===== src/rtl/usart_rx_pkg.sv =====
// usart_rx_pkg: shared state encoding, widths and default frame parameters for the usart blocks
package usart_rx_pkg;

    localparam int DATA_BITS_DEF   = 8;
    localparam int SYNC_STAGES_DEF = 2;
    localparam int CPB_W           = 12;

    typedef enum logic [2:0] {
        S_IDLE,
        S_START,
        S_DATA,
        S_STOP,
        S_BREAK
    } state_e;

endpackage


===== src/rtl/usart_sync.sv =====
// usart_sync: multi-flop synchroniser for an asynchronous pin, idling high out of reset
module usart_sync #(
    parameter int STAGES = 2
) (
    input  logic clk_i,
    input  logic rst_i,
    input  logic d_i,
    output logic q_o
);

    logic [STAGES-1:0] sync_q;

    // shift the pin through the chain; reset to 1 so an idle line never looks like a start bit
    always_ff @(posedge clk_i) begin
        if (rst_i) sync_q <= '1;
        else       sync_q <= {sync_q[STAGES-2:0], d_i};
    end

    assign q_o = sync_q[STAGES-1];

endmodule


===== src/rtl/usart_rx.sv =====
// usart_rx: 8N1 serial receiver with mid-bit sampling, valid/ready byte output, framing and overrun pulses
module usart_rx
    import usart_rx_pkg::*;
#(
    parameter int SYNC_STAGES = SYNC_STAGES_DEF,
    parameter int DATA_BITS   = DATA_BITS_DEF
) (
    input  logic                 serial_clock,
    input  logic                 reset,
    input  logic [CPB_W-1:0]     clocks_per_bit,
    input  logic                 rx_pin,
    output logic [DATA_BITS-1:0] data_out,
    output logic                 valid,
    input  logic                 ready,
    output logic                 busy,
    output logic                 framing_error,
    output logic                 overrun
);

    localparam int            BW   = DATA_BITS > 1 ? $clog2(DATA_BITS) : 1;
    localparam logic [BW-1:0] LAST = BW'(DATA_BITS - 1);

    logic                 rx_s;
    state_e               state_q;
    logic [CPB_W-1:0]     cnt_q, cnt_d;
    logic [BW-1:0]        bit_q;
    logic [DATA_BITS-1:0] shift_q, shift_d;
    logic                 half_hit, bit_hit, accept;

    usart_sync #(.STAGES(SYNC_STAGES)) u_sync (
        .clk_i (serial_clock),
        .rst_i (reset),
        .d_i   (rx_pin),
        .q_o   (rx_s)
    );

    // bit-timing compares, LSB-first shift and whether a finished byte can be taken
    always_comb begin
        cnt_d    = cnt_q + 1'b1;
        shift_d  = {rx_s, shift_q[DATA_BITS-1:1]};
        half_hit = cnt_q == (clocks_per_bit >> 1);
        bit_hit  = cnt_q == clocks_per_bit;
        accept   = !valid || ready;
    end

    // frame FSM with registered byte, valid and one-cycle error pulses
    always_ff @(posedge serial_clock) begin
        if (reset) begin
            state_q       <= S_IDLE;
            cnt_q         <= '0;
            bit_q         <= '0;
            shift_q       <= '0;
            data_out      <= '0;
            valid         <= 1'b0;
            framing_error <= 1'b0;
            overrun       <= 1'b0;
        end else begin
            framing_error <= 1'b0;
            overrun       <= 1'b0;
            if (valid && ready) valid <= 1'b0;
            case (state_q)
                S_IDLE: begin
                    cnt_q <= '0;
                    if (!rx_s) state_q <= S_START;
                end
                S_START: begin
                    if (half_hit) begin
                        cnt_q   <= '0;
                        bit_q   <= '0;
                        state_q <= rx_s ? S_IDLE : S_DATA;
                    end else cnt_q <= cnt_d;
                end
                S_DATA: begin
                    if (bit_hit) begin
                        cnt_q   <= '0;
                        shift_q <= shift_d;
                        bit_q   <= bit_q == LAST ? '0 : bit_q + 1'b1;
                        if (bit_q == LAST) state_q <= S_STOP;
                    end else cnt_q <= cnt_d;
                end
                S_STOP: begin
                    if (bit_hit) begin
                        cnt_q <= '0;
                        if (rx_s) begin
                            state_q <= S_IDLE;
                            if (accept) begin
                                data_out <= shift_q;
                                valid    <= 1'b1;
                            end else overrun <= 1'b1;
                        end else begin
                            framing_error <= 1'b1;
                            state_q       <= S_BREAK;
                        end
                    end else cnt_q <= cnt_d;
                end
                S_BREAK: begin
                    cnt_q <= '0;
                    if (rx_s) state_q <= S_IDLE;
                end
                default: state_q <= S_IDLE;
            endcase
        end
    end

    assign busy = state_q != S_IDLE;

endmodule


===== config.mk =====
export PLATFORM = sky130hd
export DESIGN_NAME = usart_rx
export DESIGN_NICKNAME = d
export VERILOG_FILES = /design/src/rtl/usart_rx_pkg.sv /design/src/rtl/usart_sync.sv /design/src/rtl/usart_rx.sv
export SDC_FILE = /design/constraint.sdc
export NUM_CORES = 1
export LEC_CHECK = 0
export ABC_CLOCK_PERIOD_IN_PS = 2600
export CORE_UTILIZATION = 35
export CTS_CLUSTER_DIAMETER = 30
export DETAILED_ROUTE_END_ITERATION = 7
export SETUP_SLACK_MARGIN = 0.2
export SLEW_MARGIN = 20
export SYNTH_ARGS = -nofsm -noshare
export SYNTH_HDL_FRONTEND = slang
export SYNTH_HIERARCHICAL = 1
export SYNTH_SLANG_ARGS = --single-unit

===== constraint.sdc =====
create_clock -name serial_clock -period 2.6 [get_ports serial_clock]
set_input_delay 0.52 -clock serial_clock [delete_from_list [all_inputs] [get_ports serial_clock]]
set_output_delay 0.52 -clock serial_clock [all_outputs]
set_load 0.02 [all_outputs]

==> results.sh <==
export IMPL_leakage_nw=0.981
export IMPL_grt_pass1_vias=1443
export IMPL_row_count=26
export IMPL_h_tree_depth=2
export IMPL_slew_headroom=0.607
export IMPL_routed_via_density=5.06
export IMPL_totalWireLength_um=3930
export IMPL_syn_inst=213
export IMPL_synth_top_family_by_area="simple AND/OR/NAND/NOR gates"
export IMPL_ys_seq_area_frac=0.395
export IMPL_cpLargestDelayFamily="simple AND/OR/NAND/NOR gates"
export IMPL_cts_hold_buf=0
export IMPL_path_class="in -> reg"
export IMPL_slowest_delay_ns=0.45
export IMPL_finalSetupViolations=0
export IMPL_synthAdderAreaFrac=0.0190
export IMPL_stdcell_count=313
export IMPL_via_count=1585
export IMPL_clock_latency_ns=0.29
export IMPL_crit_chain="clkdlybuf4s50_1, xor2_1, nor4_1, nand3_1, o32ai_4, mux2i_1"
export IMPL_grt_max_degree=17
export IMPL_syn_nets=232
export IMPL_clkTransAtPathRegs_ns=0.08
export IMPL_rsz0062_at_grt="false"
export IMPL_cts_buffers=5
export IMPL_synth_xor_area_share=0.151
export IMPL_cts_tree="done"
export IMPL_drive_above_1_share=0.0988
export IMPL_r2r_end="bit_q[2]$_SDFFE_PP0P_"
export IMPL_peakVddDrop_v=0.000231
export IMPL_max_freq_mhz=448
export IMPL_reg2reg_depth=5
export IMPL_initial_core_util=0.375
export IMPL_min_from="u_sync/sync_q[0]$_SDFF_PP1_"
export IMPL_tns_ns=0
export IMPL_routabilityCongestion=0.815
export IMPL_synth_compound_area_frac=0.0918
export IMPL_clkSinkCount=39
export IMPL_die_h_um=77.2
export IMPL_antenna_found_initial=0
export IMPL_yosysUniqueCellTypes=37
export IMPL_cts_max_path_buffers=2
export IMPL_coreArea_sq_um=5270
export IMPL_root_buffer="clkbuf_8"
export IMPL_final_max_slew_viol_count=0
export IMPL_grt_use_total=0.143
export IMPL_layout_common_cells="dfxtp_1, xor2_1, nor2_1, clkdlybuf4s50_1"
export IMPL_ios=28
export IMPL_outcome="completed"
export IMPL_die_width_um=77.2
export IMPL_synth_seq_cells=39
export IMPL_worst_path_max_delay_cell="clkdlybuf4s50_1"
export IMPL_max_cap_viol_count=0
export IMPL_tightestPinTransition_ns=0.587
export IMPL_power_per_cell_area_nw_per_um2=489
export IMPL_grt_pass1_wl_um=6780
export IMPL_min_to="u_sync/sync_q[1]$_SDFF_PP1_"
export IMPL_fin_crit_sh=0.859
export IMPL_n_antenna_cell=0
export IMPL_fin_area_sq_um=2430
export IMPL_required_ns=2.81
export IMPL_cp_max_fo=3
export IMPL_synth_simple_area_share=0.235
export IMPL_startpoint_type="input port"
export IMPL_yosys_warnings=6
export IMPL_syn2layout_area_growth_pct=23.0
export IMPL_synthMuxAreaShare=0.0658
export IMPL_p_total_mw=1.19
export IMPL_finalHoldViolations=0
export IMPL_hold_path_class="reg -> reg"
export IMPL_syn_avg_cell_area_sq_um=9.28
export IMPL_fin_nets=261
export IMPL_r2r_start="cnt_q[3]$_SDFFE_PP0P_"
export IMPL_wl_per_cell_um=12.6
export IMPL_layout_min_cycle_time_ns=2.23
export IMPL_r2r_slack_ns=0.63
export IMPL_drt_iter0_drc=90
export IMPL_hpwl_um=2920
export IMPL_firstDrtPassIters=4
export IMPL_drtAntennaViolNets=0
export IMPL_dp_cells=304
export IMPL_layout_commonest_cell="dfxtp_1"
export IMPL_drc_errors=0
export IMPL_die_area_sq_um=5950
export IMPL_end_kind="flip-flop"
export IMPL_min_path_cells=1
export IMPL_portBuffers=27
export IMPL_fin_worst_skew_ns=0.00742
export IMPL_syn_area_sq_um=1980
export IMPL_dpl_instance_area_sq_um=2310
export IMPL_critPathBufInv=1
export IMPL_cp_arrival_ns=2.45
export IMPL_grt_overflow=0
[cell usage after synthesis]
library cell / number / area share
nand2b_1: 5 / 0.016
mux2i_1: 13 / 0.066
and2_1: 2 / 0.0063
dfxtp_1: 39 / 0.39
o211ai_2: 1 / 0.0063
o21ai_1: 1 / 0.0025
or4_1: 1 / 0.0038
or3_1: 1 / 0.0032
o21ai_0: 8 / 0.020
nor4_2: 3 / 0.019
xnor2_1: 4 / 0.018
buf_6: 3 / 0.017
buf_2: 1 / 0.0025
nand3b_1: 1 / 0.0038
a22oi_1: 2 / 0.0076
and3_1: 3 / 0.0095
inv_1: 2 / 0.0038
or4b_2: 1 / 0.0051
nor2b_1: 2 / 0.0063
nand4_1: 13 / 0.041
nor4_1: 4 / 0.013
nor2_1: 27 / 0.051
a2111oi_2: 1 / 0.0076
a21o_1: 1 / 0.0038
and4_1: 3 / 0.013
a21oi_1: 10 / 0.025
xor2_1: 30 / 0.13
clkbuf_1: 8 / 0.015
nor3_1: 2 / 0.0051
nand4_2: 1 / 0.0063
nand3_1: 6 / 0.015
o32ai_4: 1 / 0.014
ha_1: 3 / 0.019
buf_4: 1 / 0.0038
o32ai_1: 1 / 0.0044
nand2_1: 6 / 0.011
or2_1: 2 / 0.0063
[where the power goes]
group / internal, mW / switching, mW / leakage (nW) / total [mW]
combinational: 0.0426 / 0.0426 / 0.608 / 0.0852
sequential: 0.600 / 0.00518 / 0.315 / 0.605
clock: 0.286 / 0.214 / 0.0581 / 0.500
[through the flow]
stage | utilization | worst slack, ns | hold slack (ns)
4_1_cts | 0.460 | 0.313 | 0.408
6_report | 0.461 | 0.366 | 0.407
3_5_place_dp | 0.439 | 0.0114 | 0.389
2_1_floorplan | - | 0.728 | 0.383
3_3_place_gp | 0.439 | 0.0726 | 0.388
5_1_grt | 0.461 | 0.208 | 0.452
[worst max path at each step]
stage	start	to	slack (ns)	cells after the start
6_report	clocks_per_bit[4]	bit_q[2]$_SDFFE_PP0P_	0.37	6
5_1_grt	clocks_per_bit[8]	data_out[0]$_SDFFE_PP0P_	0.21	6
4_1_cts	clocks_per_bit[8]	data_out[7]$_SDFFE_PP0P_	0.31	7
3_5_place_dp	clocks_per_bit[8]	data_out[7]$_SDFFE_PP0P_	0.01	7
3_3_place_gp	clocks_per_bit[8]	data_out[7]$_SDFFE_PP0P_	0.07	7
2_1_floorplan	clocks_per_bit[1]	cnt_q[11]$_SDFFE_PP0P_	0.73	6
[sequential cells by signal (all words and copies together) (netlist names)]
name and cells:
bit_q 3, cnt_q 12, data_out 8, framing_error 1, overrun 1, shift_q 8
state_q 3, u_sync/sync_q 2, valid 1
[cells by family (layout without fill, tap and decap cells)]
kind of cell	count (synthesis)	count (layout)
XOR/XNOR	34	34
flip-flops	39	39
AND/OR/NAND/NOR	83	83
buffers and inverters	15	45
multiplexers	13	13
AO/OA/AOI/OAI	26	26
adder cells (fa/ha/maj)	3	3
[layer usage]
| metal | vias up | share of wire | GRT usage |
|---|---|---|---|
| met3 | 5 | 0.031 | 0.0250 |
| met5 | - | 0 | 0 |
| met2 | 32 | 0.43 | 0.212 |
| li1 | 804 | - | - |
| met4 | 0 | 0.012 | 0.0509 |
| met1 | 744 | 0.52 | 0.207 |
[worst reg2reg max path, cell delays in order (launching register included)]
cell     delay (ns)
dfxtp_1        0.48
xor2_1         0.11
nor4_1         0.41
nand3_1        0.27
o32ai_4        0.40
mux2i_1        0.23
[final cells by class]
type,count,area (sq um)
fillers,533,2840
inverters,2,7.51
clock inverters,3,43.8
repair buffers,35,330
well taps,70,87.6
clock buffers,5,68.8
multi-input cells,159,1110
flip-flops and latches,39,781
[repair_timing]
item                                    CTS  global route
buffers inserted                          0             1
resized for setup                         0             0
endpoints found under the setup margin    0             9
Power figures use the tool's default switching activity.
==> RTL change: new RTL, same settings <==
Change the package constant `DATA_BITS_DEF` from 8 to 16.
--- a/src/rtl/usart_rx_pkg.sv
+++ b/src/rtl/usart_rx_pkg.sv
@@ -2,5 +2,5 @@
 package usart_rx_pkg;
 
-    localparam int DATA_BITS_DEF   = 8;
+    localparam int DATA_BITS_DEF   = 16;
     localparam int SYNC_STAGES_DEF = 2;
     localparam int CPB_W           = 12;
Ports: changed (resized data_out); port bits go from 28 to 36. No check against the original RTL was run, so the function may have changed too.
==> RTL change against the original RTL <==
  * Final area rose by 34%
  * Clock skew shrank 1.2 ps
  * Largest power group unchanged
  * Power rose by 47%
  * Routed wire length up 35%
  * Area after synthesis grew 35%
  * Maximum frequency shrank 4.8%
  * Register-to-register slack lost 180 ps
  * Worst setup slack got worse by 110 ps
  * Highest routed layer unchanged
  * Utilization down 1.4 points
  * Combinational power rose to 3.8 times the old value
  * Sequential cell count grew 17
==> RTL change: results (changes against the original RTL) <==
outcome=complete, no violations; largest net degree at the start of global routing=35 (+18); Fill cells=734 (+38%); CTS Root Cell=clkbuf_8; drt pass-1 iters=4 (unchanged); Ys Warns=6 (unchanged); Post-DP HPWL=3790 µm (+30%); DR vias/cell=4.85 (-4.2%); Worst Max-Slew Pin Slew=500 ps (-86.5 ps); post-synthesis xor/xnor area fraction=12.9% (-2.2 points); CP peak stage delay=600 ps (+150 ps); post-synthesis mux area share=12.8% (+6.2 points); top_reg_cell synth=dfxtp_1; Mapped Nets=299 (+29%); IO buf count=35 (+30%); CP max stage cell=or4_1; H-tree depth=2 (unchanged); ranking of synthesized cells by area=dfxtp_1 42%, mux2i_1 13%, nor2_1 7.0%, xnor2_1 5.3%, xor2_1 4.6%; DP Area=3150 µm² (+36%); later-pin clock latency in the skew report=320 ps (+30 ps); share of cells above drive strength 1=10.1% (+0.19 points); number of inserted diodes=0 (unchanged); Inserted Clock Buffers=5 (unchanged); GPL Wtd Cong=0.858 (+5.3%); met3 routed WL=243 µm (+100%); crit path DAT=2570 ps (+120 ps); Slew Viols, Final=0 (unchanged); DRT iter0 DRCs=169 (+88%); CTS max path bufs=2 (unchanged); Hold Path Class=register to register; Worst-path clk slew=100 ps (+20 ps); post-synthesis compound-gate area fraction=6.99% (-2.2 points); first-pass GRT wire length=9120 µm (+35%); Post-synth top cells=56 x dfxtp_1, 50 x nor2_1, 34 x mux2i_1, 16 x xnor2_1, 14 x xor2_1; adder-cell share of the synthesized area=0.939% (-0.96 points); sw power=0.524 mW (+100%); wl on met1=2590 µm (+26%); CP max FO=3 (unchanged); Largest regs=data_out: 16 flops, shift_q: 16 flops, cnt_q: 12 flops; DR WL met2=2390 µm (+40%); sequential fraction of the synthesis area=42.0% (+2.6 points); DR WL/cell=12.7 µm (+0.98%); Top Layer Used=met4; initial antenna violation count=0 (unchanged); Global Route Usage Sum=14.8% (+0.47 points); worst vdd ir=0.000211 V (-8.6%); NumNets Final=335 (+28%); LEAKAGE=1.27 nW (+29%); vias in the first global route=1943 (+35%); fraction of registers with async set/reset=0% (unchanged); clk_skew=6.26 ps (-1.16 ps); Synth cell types=45 (+22%); family with the most delay on the worst path=simple AND/OR/NAND/NOR gates
## RTL change: cell count changes after synthesis, sizes merged, moves of 5 or more
cell	change
nor2	+23
mux2i	+21
dfxtp	+17
xnor2	+17
xor2	-16
nand4	-8
a21oi	-7
inv	+6
nand2	+5
## RTL change: kinds of logic (layout without fill, tap and decap cells)
logic type	count (synthesis)	count (layout)
AND/OR/NAND/NOR	104	104
XOR/XNOR	35	35
AO/OA/AOI/OAI	25	25
buffers and inverters	25	62
multiplexers	34	34
adder cells (fa/ha/maj)	2	2
flip-flops	56	56
## RTL change: worst register-to-register path: stages, from the launching register on
cell      delay [ps]
dfxtp_1          410
or3b_2           530
or4_1            470
or4b_1           530
o311ai_1         120
## RTL change: final timing paths
| check | cells past startpoint | end | slack, ps | startpoint |
|---|---|---|---|---|
| hold reg to reg | 1 | u_sync/sync_q[1]$_SDFF_PP1_ | 420 | u_sync/sync_q[0]$_SDFF_PP1_ |
| setup reg to reg | 4 | bit_q[2]$_SDFFE_PP0P_ | 450 | state_q[0]$_SDFFE_PP0P_ |
| setup / recovery | 6 | bit_q[2]$_SDFFE_PP0P_ | 250 | clocks_per_bit[1] |
| hold / removal | 1 | u_sync/sync_q[1]$_SDFF_PP1_ | 420 | u_sync/sync_q[0]$_SDFF_PP1_ |
## RTL change: metrics by stage
step                setup WS, ps  cells  power (mW)
floorplan                    457    281        1.14
global placement            29.7    409        1.26
detailed placement         -20.6    409        1.26
CTS                          245    417        1.77
global route                 200    417        1.85
finish                       253    417        1.76
## RTL change: cell type report
cell class                 instances  area (µm²)  area share (%)
multi-input combinational        200        1440            44.2
sequential                        56        1120            34.4
timing repair buffer              46         448            13.7
tap                               99         124            3.80
clock buffer                       5        68.8            2.11
inverter                           8        30.0           0.921
clock inverter                     3        27.5           0.845
## RTL change: power by group through the flow
stage	Sequential (mW)	Clock [mW]	Combinational [mW]
final	0.921	0.512	0.322
after global routing	0.928	0.566	0.358
after CTS	0.920	0.527	0.321
after detailed placement	0.940	0	0.319
after global placement	0.941	0	0.319
after floorplan	0.912	0	0.231
## RTL change: what timing repair did
item / 4_1_cts / 5_1_grt
setup buffers: 0 / 0
gates resized for setup: 0 / 2
endpoints found under the setup margin: 0 / 2
hold endpoints to repair: 0 / 0
hold buffers: 0 / 0
## RTL change: layer usage
layer / global-route usage [%] / vias up
li1: - / 1046
met1: 19.0 / 927
met2: 24.2 / 45
met3: 3.88 / 5
met4: 4.76 / 0
met5: 0 / -
